$ cat config.mk
export PLATFORM = sky130hd
export DESIGN_NAME = rr_stream_arb_reg
export DESIGN_NICKNAME = d
export VERILOG_FILES = /design/src/rtl/rr_stream_pkg.sv /design/src/rtl/rr_stream_arb_reg_rr.sv /design/src/rtl/rr_stream_arb_reg.sv
export SDC_FILE = /design/constraint.sdc
export NUM_CORES = 1
export LEC_CHECK = 0
export ABC_AREA = 1
export CORE_ASPECT_RATIO = 0.5
export CORE_MARGIN = 2
export CORE_UTILIZATION = 37
export DETAILED_ROUTE_END_ITERATION = 6
export GPL_TIMING_DRIVEN = 0
export PLACE_DENSITY = 0.78
export SETUP_SLACK_MARGIN = 0.5
export SLEW_MARGIN = 30
export SYNTH_ARGS = -nofsm -noshare
export SYNTH_HDL_FRONTEND = slang
export SYNTH_HIERARCHICAL = 1
export SYNTH_SLANG_ARGS = --single-unit
$ cat constraint.sdc
create_clock -name clk_i -period 2.7 [get_ports clk_i]
set_input_delay 0.27 -clock clk_i [delete_from_list [all_inputs] [get_ports clk_i]]
set_output_delay 0.27 -clock clk_i [all_outputs]
set_load 0.005 [all_outputs]
$ cat src/rtl/rr_stream_pkg.sv
// Shared types, FSM state encodings and the round-robin rotate helper
// for the registered stream arbiter.
package rr_stream_pkg;

  localparam int DEF_NUM_REQ = 4;

  typedef logic [$clog2(DEF_NUM_REQ)-1:0] idx_t;

  localparam logic [0:0] ST_IDLE   = 1'b0;
  localparam logic [0:0] ST_LOCKED = 1'b1;

  function automatic int unsigned rr_next(input int unsigned idx, input int unsigned n);
    return (idx + 1 >= n) ? 0 : idx + 1;
  endfunction

endpackage

$ cat src/rtl/rr_stream_arb_reg_rr.sv
// Round-robin pointer with lookahead search: grants the first requester after
// the last-served index, and can pin an offered-but-stalled grant.
module rr_stream_arb_reg_rr
  import rr_stream_pkg::*;
#(
  parameter int NUM_REQ = 4
) (
  input  logic                       clk,
  input  logic                       rst,
  input  logic                       clear,
  input  logic                       en,
  input  logic                       hold,
  input  logic [NUM_REQ-1:0]         req,
  output logic [$clog2(NUM_REQ)-1:0] gnt_idx,
  output logic [NUM_REQ-1:0]         gnt_oh,
  output logic                       gnt_vld
);

  localparam int IW = $clog2(NUM_REQ);

  logic [IW-1:0] ptr_q;
  logic          hold_q;
  logic [IW-1:0] hold_idx_q;
  logic [IW-1:0] srch_idx;
  logic          srch_vld;
  int unsigned   pos;

  // Search starts one past the last-served index, so a still-valid previous
  // winner is only picked when nobody else is requesting.
  always_comb begin
    srch_vld = 1'b0;
    srch_idx = '0;
    pos      = rr_next(32'(ptr_q), NUM_REQ);
    for (int i = 0; i < NUM_REQ; i++) begin
      if (!srch_vld && req[pos]) begin
        srch_vld = 1'b1;
        srch_idx = IW'(pos);
      end
      pos = rr_next(pos, NUM_REQ);
    end
  end

  always_comb begin
    if (hold_q && req[hold_idx_q]) begin
      gnt_vld = 1'b1;
      gnt_idx = hold_idx_q;
    end else begin
      gnt_vld = srch_vld;
      gnt_idx = srch_idx;
    end
    gnt_oh = gnt_vld ? ({{(NUM_REQ-1){1'b0}}, 1'b1} << gnt_idx) : '0;
  end

  always_ff @(posedge clk or posedge rst) begin
    if (rst) begin
      ptr_q      <= '0;
      hold_q     <= 1'b0;
      hold_idx_q <= '0;
    end else if (clear) begin
      ptr_q      <= '0;
      hold_q     <= 1'b0;
      hold_idx_q <= '0;
    end else begin
      if (en && gnt_vld)
        ptr_q <= gnt_idx;
      hold_q <= hold && gnt_vld;
      if (hold && gnt_vld)
        hold_idx_q <= gnt_idx;
    end
  end

endmodule

$ cat src/rtl/rr_stream_arb_reg.sv
// Merges NUM_REQ valid/ready streams onto one registered output with optional packet lock.
// state  | meaning: IDLE = arbitrate every beat; LOCKED = grant pinned to lock_idx until last
module rr_stream_arb_reg
  import rr_stream_pkg::*;
#(
  parameter int NUM_REQ    = 4,
  parameter int DATA_WIDTH = 32,
  parameter bit PKT_MODE   = 1'b1
) (
  input  logic                          clk_i,
  input  logic                          rst_i,
  input  logic                          flush_i,
  input  logic [NUM_REQ-1:0]            valid_i,
  output logic [NUM_REQ-1:0]            ready_o,
  input  logic [NUM_REQ*DATA_WIDTH-1:0] data_i,
  input  logic [NUM_REQ-1:0]            last_i,
  output logic                          valid_o,
  input  logic                          ready_i,
  output logic [DATA_WIDTH-1:0]         data_o,
  output logic                          last_o,
  output logic [$clog2(NUM_REQ)-1:0]    idx_o
);

  localparam int IW = $clog2(NUM_REQ);

  logic               load;
  logic               arb_en;
  logic               arb_hold;
  logic               accept;
  logic               gnt_vld;
  logic [IW-1:0]      gnt_idx;
  logic [NUM_REQ-1:0] gnt_oh;
  logic [IW-1:0]      sel_idx;
  logic [IW-1:0]      lock_idx_q;
  logic [0:0]         state_q;

  assign load     = ~valid_o | ready_i;
  assign arb_en   = load & ~flush_i & (state_q == ST_IDLE);
  assign arb_hold = ~load & ~flush_i & (state_q == ST_IDLE);

  rr_stream_arb_reg_rr #(
    .NUM_REQ (NUM_REQ)
  ) u_rr (
    .clk     (clk_i),
    .rst     (rst_i),
    .clear   (flush_i),
    .en      (arb_en),
    .hold    (arb_hold),
    .req     (valid_i),
    .gnt_idx (gnt_idx),
    .gnt_oh  (gnt_oh),
    .gnt_vld (gnt_vld)
  );

  always_comb begin
    ready_o = '0;
    if (!flush_i && load) begin
      if (state_q == ST_LOCKED)
        ready_o[lock_idx_q] = 1'b1;
      else if (gnt_vld)
        ready_o = gnt_oh;
    end
  end

  assign sel_idx = (state_q == ST_LOCKED) ? lock_idx_q : gnt_idx;
  assign accept  = |(ready_o & valid_i);

  always_ff @(posedge clk_i or posedge rst_i) begin
    if (rst_i) begin
      state_q    <= ST_IDLE;
      lock_idx_q <= '0;
    end else if (flush_i) begin
      state_q <= ST_IDLE;
    end else if (accept) begin
      if (state_q == ST_IDLE) begin
        if (PKT_MODE && !last_i[sel_idx]) begin
          state_q    <= ST_LOCKED;
          lock_idx_q <= sel_idx;
        end
      end else if (last_i[sel_idx]) begin
        state_q <= ST_IDLE;
      end
    end
  end

  // Flush wins over a concurrent load; payload fields only move on an accepted beat.
  always_ff @(posedge clk_i or posedge rst_i) begin
    if (rst_i) begin
      valid_o <= 1'b0;
      data_o  <= '0;
      last_o  <= 1'b0;
      idx_o   <= '0;
    end else if (flush_i) begin
      valid_o <= 1'b0;
    end else if (load) begin
      valid_o <= accept;
      if (accept) begin
        data_o <= data_i[sel_idx*DATA_WIDTH +: DATA_WIDTH];
        last_o <= last_i[sel_idx];
        idx_o  <= sel_idx;
      end
    end
  end

endmodule

Word-level counts from Yosys, hierarchy flattened
Cells that the tools add are included.
- register bits: 44
- bits in latches: 0
- RAM bits: 0
- memory bits (read-only): 0
- input bits: 140
- word-level logic and storage cells: 99
- memories kept: 0
- $add $sub $neg: 4
- multiply operators: 0
- div/mod/pow operators: 0
- magnitude comparators: 12
- eq/ne operators: 0
- shifts and indexed selects: 2
- muxes and demuxes: 42
- bitwise logic cells: 11
- reductions and logical operators: 19
- operator list (operator ; number):
    32-bit by 3-bit less-than comparator with 1-bit output (second input constant) ; 4
    32-bit 2-to-1 mux ; 4
    128-bit by 8-bit variable part select with 32-bit output ; 1
    32-bit by 1-bit adder with 32-bit output (second input constant) ; 3
    32-bit by 3-bit >= comparator with 1-bit output (second input constant) ; 3
    2-bit 2-to-1 mux ; 10
    1-bit 2-to-1 mux ; 18
    1-bit binary-select mux with 2-bit select ; 6
    4-bit 2-to-1 mux ; 3
    2-bit by 3-bit less-than comparator with 1-bit output (second input constant) ; 3
    1-bit logical AND ; 8
    2-bit nonzero test ; 4
    1-bit NOT ; 5
    1-bit bitwise AND ; 4
    4-bit bitwise AND ; 1
    1-bit logical NOT ; 4
    4-bit AND reduction ; 1
    4-bit OR reduction ; 1
    1-bit by 2-bit << shifter with 4-bit output (first input constant) ; 1
    2-bit by 1-bit adder with 3-bit output (second input constant) ; 1
    3-bit >= comparator (second input constant) ; 1
    3-bit AND reduction ; 1
    1-bit demux with 2-bit select ; 1
    2-bit by 1-bit >= comparator with 1-bit output (second input constant) ; 1
    1-bit OR ; 1

Logic depth before layout (Yosys ltp)
- word-level depth: 25
- gate-level depth with buffers: 24
- mapped depth without buffers: 24

Modules after synthesis
Netlist, hierarchy kept.
- by module, submodules not included (module ; times used ; cells an instance ; area each (um2) ; sequential area each (um2)):
    rr_stream_arb_reg ; 1 ; 397 ; 2787.7 ; 975.9
    rr_stream_arb_reg_rr ; 1 ; 124 ; 724.4 ; 125.1

Worst setup path before layout
OpenSTA, ideal clock, no wires.
- path kind: reg-to-reg
- start: register u_rr.ptr_q[0]
- end: register data_o[21]
- setup time: 0.116 ns
- arrival: 2.484 ns
- setup slack: 0.100 ns
- stages on the path, launching flop included: 22
- path buffers: 2
- cells stage by stage: dfrtp_1 > inv_2 > ha_1 > inv_1 > nand2_1 > nand3b_1 > nand2_1 > nand2_1 > a21oi_1 > nand2_2 > nand2_1 > nand2_1 > inv_1 > nand3_1 > nand2_1 > nand3_1 > nand2_1 > nor2_2 > buf_6 > buf_6 > nand2_1 > nand2_1
- cells in the longest elaborated chain, start to end: 24
- ends and longest elaborated chain (element ; line ; RTL):
    start, declared ; rr_stream_arb_reg_rr.sv:21 ; logic [IW-1:0] ptr_q;
    start signal, assigned ; rr_stream_arb_reg_rr.sv:65 ; ptr_q <= gnt_idx;
    2-bit by 1-bit adder with 3-bit output * ; rr_stream_pkg.sv:13 ; return (idx + 1 >= n) ? 0 : idx + 1;
    3-bit >= comparator ; rr_stream_pkg.sv:13 ;
    32-bit 2-to-1 mux * ; rr_stream_pkg.sv:13 ;
    32-bit by 1-bit adder with 32-bit output ; rr_stream_pkg.sv:13 ;
    32-bit by 3-bit >= comparator with 1-bit output ; rr_stream_pkg.sv:13 ;
    32-bit 2-to-1 mux ; rr_stream_pkg.sv:13 ;
    32-bit by 1-bit adder with 32-bit output or 1-bit binary-select mux with 2-bit select (tied branches) ; rr_stream_pkg.sv:13, rr_stream_arb_reg_rr.sv:35 ;
    32-bit by 3-bit >= comparator with 1-bit output or 1-bit 2-to-1 mux (tied branches) ; rr_stream_pkg.sv:13, rr_stream_arb_reg_rr.sv:35 ;
    (+9 left out) ; -- ;
    named net gnt_idx[0] ; rr_stream_arb_reg.sv:31 ; logic [IW-1:0] gnt_idx;
    1-bit by 2-bit << shifter with 4-bit output * ; rr_stream_arb_reg_rr.sv:51 ; gnt_oh = gnt_vld ? ({{(NUM_REQ-1){1'b0}}, 1'b1} << gnt_idx) : '0;
    named net gnt_oh[1] ; rr_stream_arb_reg.sv:32 ; logic [NUM_REQ-1:0] gnt_oh;
    4-bit 2-to-1 mux * ; rr_stream_arb_reg.sv:60 ; else if (gnt_vld)
    4-bit 2-to-1 mux * ; rr_stream_arb_reg.sv:58 ; if (state_q == ST_LOCKED)
    4-bit 2-to-1 mux * ; rr_stream_arb_reg.sv:57 ; if (!flush_i && load) begin
    4-bit bitwise AND * ; rr_stream_arb_reg.sv:66 ; assign accept = |(ready_o & valid_i);
    4-bit OR reduction * ; rr_stream_arb_reg.sv:66 ;
    3-bit AND reduction (no line) * ; -- ;
    end signal, assigned ; rr_stream_arb_reg.sv:98 ; data_o <= data_i[sel_idx*DATA_WIDTH +: DATA_WIDTH];
    end, declared ; rr_stream_arb_reg.sv:19 ; output logic [DATA_WIDTH-1:0] data_o,
Mark *: on every way through the listed nets, which the timed path passes. The rest lies on a longest branch. The select of a mux whose other input is x is not followed.
A chain may end at the register's enable or synchronous reset.

Worst setup path in the final report
- start: register u_rr.ptr_q[0]
- end: register data_o[22]
- cells in the longest elaborated chain, start to end: 24
- ends and longest elaborated chain (element ; line):
    2-bit by 1-bit adder with 3-bit output * ; rr_stream_pkg.sv:13
    3-bit >= comparator ; rr_stream_pkg.sv:13
    32-bit 2-to-1 mux * ; rr_stream_pkg.sv:13
    32-bit by 1-bit adder with 32-bit output ; rr_stream_pkg.sv:13
    32-bit by 3-bit >= comparator with 1-bit output ; rr_stream_pkg.sv:13
    32-bit 2-to-1 mux ; rr_stream_pkg.sv:13
    32-bit by 1-bit adder with 32-bit output or 1-bit binary-select mux with 2-bit select (tied branches) ; rr_stream_pkg.sv:13, rr_stream_arb_reg_rr.sv:35
    32-bit by 3-bit >= comparator with 1-bit output or 1-bit 2-to-1 mux (tied branches) ; rr_stream_pkg.sv:13, rr_stream_arb_reg_rr.sv:35
    (+9 left out) ; --
    1-bit by 2-bit << shifter with 4-bit output * ; rr_stream_arb_reg_rr.sv:51
    named net gnt_oh[3] ; rr_stream_arb_reg.sv:32
    4-bit 2-to-1 mux * ; rr_stream_arb_reg.sv:60
    4-bit 2-to-1 mux * ; rr_stream_arb_reg.sv:58
    4-bit 2-to-1 mux * ; rr_stream_arb_reg.sv:57
    4-bit bitwise AND * ; rr_stream_arb_reg.sv:66
    4-bit OR reduction * ; rr_stream_arb_reg.sv:66
    3-bit AND reduction (no line) * ; --
Marked as above.

==> out/metrics.cfg <==
[status]
status = finished, violations left
violations = negative setup slack

[power_and_ir_drop]
p_leak_uw = 0.002709
power-per-cell-area_nw_per_um2 = 1747
p_sw_uw = 5430
clock_power_share_pct = 5.8
finalPower_uw = 10710
p_seq_share_pct = 11.4
p_int_uw = 5276
swShare_pct = 50.72
power.share.combinational_pct = 82.8
vdd_drop_max_v = 0.0009558

[route]
avgRoutedWirePerCell_um = 15.43
vias = 4375
vias_per_cell = 5.105
dr.pass1.iters = 4
drt_iter0_drc = 225
ant_nets = 0
drc_errors = 0
routed_wirelength_um = 13230

[clocking]
clk-insertion-delay-late_ns = 0.29
clk_path_buf_depth = 2
root_buffer = clkbuf_16
clk_pin_slew_ns = 0.06
h-tree-depth = 2
numCtsBuffers = 5
holdBufCountCts = 0
tritoncts = yes
cts_sinks = 44

[sta]
setup-violations-final = 23
timing.final.crit_share_pct = 102.4
setup_ws_ns = -0.06425
whs_ns = 0.2341
fmax_ghz = 0.3618
min_period_ns = 2.764
drv_slew = 0
rsz0062_at_grt = true
final-hold-violation-count = 0
tightest_slew_ns = 0.4333
fin_skew_ns = 0.007150
slew_headroom_pct = 71.11

[place]
post_dp_cell_area_sq_um = 5519
pre_cts_ws_ns = -0.2931
port-buffer-count = 179
dpl.hpwl_um = 9578
place_congestion = 1.009

[worst_setup_path]
reg2reg_slack_ns = -0.06
cp.arrival_ns = 2.94
path_max_fanout = 6
required_ns = 2.88
crit_path_end_kind = flip-flop
start_kind = flip-flop
path_class = reg -> reg

[final_layout]
fin_area_sq_um = 6127
drive_gt1_share_pct = 22.55
syn2layout_area_growth_pct = 74.46
diodes = 0
fill_cells = 828
fin_util_pct = 65.73
layout.nets = 880

[yosys]
avgSynthCellArea_sq_um = 6.741
synth_nets = 666
synth_ff_type = dfrtp_1
yosys-top-cells-area = dfrtp_1 31%, nand2_1 19%, o211ai_1 7.1%, o21ai_0 6.6%, nor2_1 4.3%
synth.most_common_cell = nand2_1
syn_area_sq_um = 3512
ys_async_sr_fraction_pct = 100.0
ys_types = 29
synthCells = 521
ys_seq_area_share_pct = 31.35
synth_top_area_share_pct = 31.35
synth_commonest_cells = 174 x nand2_1, 46 x o21ai_0, 44 x dfrtp_1
synth_top_cell_by_area = dfrtp_1
synth_seq_cells = 44
ys_warn_count = 6
synth-edff-count = 0

[floorplanning]
core_area_sq_um = 9321
die_area_sq_um = 10330
fp.dieH_um = 72.89
num_rows = 25
dieWidth_um = 141.8
initial_core_util_pct = 37.68
io_pins = 180

[hold_path]
holdCritPathClass = in -> async

[run]
maxCapViolCount = 0

[grt]
grt_usage_pct = 24.56
grt_pass1_wl_um = 20210
grt_pass1_vias = 4231
antenna_found_initial = 0
grt_max_degree = 28
grt.overflow.total = 0

[critical path: stages (launching register included)]
cell and delay, ns:
dfrtp_2 0.46, ha_4 0.20, nor2_4 0.23, nand2_2 0.11, nand2_2 0.10, nand3_2 0.09, nor2_4 0.11, nand2_1 0.06
nand2_1 0.05, inv_1 0.05, nand2_2 0.08, nand2_4 0.08, a21oi_2 0.12, nand3_2 0.10, buf_6 0.13, nand2_2 0.05
nand3_2 0.07, nand2_4 0.10, nor2_4 0.06, buf_6 0.14, clkbuf_16 0.16, nand2_2 0.05, nand2_1 0.04
[timing repair]
action / 4_1_cts / 5_1_grt
pin swaps: 17 / 39
setup endpoints to repair: 43 / 43
resized for setup: 36 / 73
cloned: 4 / 4
buffers inserted: 11 / 8
[layout by cell type (no fill, tap or decap), types with 2 or more instances in the layout]
cell type        Yosys  routed
a21oi_1             11       5
a21oi_2              0       6
buf_2               15      12
buf_4                0      25
buf_6               10      11
buf_8                0       3
clkbuf_1             3       2
clkbuf_16            0       7
clkbuf_4             0       3
clkdlybuf4s50_1      0     175
dfrtp_1             44      42
dfrtp_2              0       2
ha_1                 5       3
ha_4                 0       2
inv_1               21      15
inv_2                7      10
inv_4                0       3
nand2_1            174     146
nand2_2              6      29
nand2_4              4       9
nand3_1             25      17
nand3_2              2      10
nand3b_1             4       4
nand4_1              4       4
nor2_1              40      37
nor2_2               5       7
nor2_4               2       4
o211ai_1            33      33
o21ai_0             46      42
o21ai_1             22      26
or2_0               17      17
or2_2               15      15
[cells by family (layout without fill, tap and decap cells)]
logic type | count (synthesis) | count (layout) | share of synthesized area, %
fa+ha+maj | 5 | 5 | 1.781
flops | 44 | 44 | 31.35
simple gates | 301 | 303 | 38.97
buf+inv | 56 | 269 | 8.657
compound gates | 115 | 115 | 19.24
[power groups by stage]
stage          clock (uW)  sequential [uW]  combinational, uW
6_report              616             1220               8870
5_1_grt               664             1260               9700
3_5_place_dp            0             1220               7300
3_3_place_gp            0             1210               7170
2_1_floorplan           0             1220               4980
4_1_cts               634             1210               7790
[registers in the layout, summed over array words and instances, names as in the netlist]
signal	cells
idx_o	2
u_rr/ptr_q	2
u_rr/hold_idx_q	2
u_rr/hold_q	1
state_q	1
data_o	32
lock_idx_q	2
last_o	1
valid_o	1
[final timing paths]
kind,startpoint,end,cells after the start
worst max-delay path,u_rr/ptr_q[0],data_o[22],22
worst min-delay path,rst_i,u_rr/ptr_q[0],2
worst max register to register,u_rr/ptr_q[0],data_o[22],22
worst min register to register,data_o[25],data_o[25],2
max in group asynchronous,rst_i,data_o[11],3
min in group clk_i,data_o[25],data_o[25],2
[cell type report]
| class | instances | area, sq um | share of cell area [%] |
|---|---|---|---|
| Sequential cell | 44 | 1104 | 18.01 |
| Tap cell | 121 | 151.4 | 2.471 |
| Buffer | 28 | 241.5 | 3.941 |
| Inverter | 28 | 112.6 | 1.838 |
| Multi-Input combinational cell | 423 | 2345 | 38.27 |
| Timing Repair Buffer | 205 | 2023 | 33.02 |
| Clock buffer | 7 | 142.6 | 2.328 |
| Clock inverter | 1 | 7.507 | 0.1225 |
[stage by stage]
step	instances	TNS, ns
after CTS	845	-0.01032
final	857	-0.6790
after floorplan	521	0
after detailed placement	822	-6.209
after global placement	821	-4.788
after global routing	857	-6.793
[metal layers]
metal / up-vias / part of all wire (%) / GRT usage (%) / wire length, um
li1: 2147 / - / - / -
met1: 2086 / 43 / 29.55 / 5683
met2: 111 / 52 / 45.25 / 6817
met3: 31 / 2.9 / 4.068 / 386
met4: 0 / 2.6 / 8.778 / 340
met5: - / 0 / 0 / 0
No activity file was read; power rests on OpenSTA's default activity.
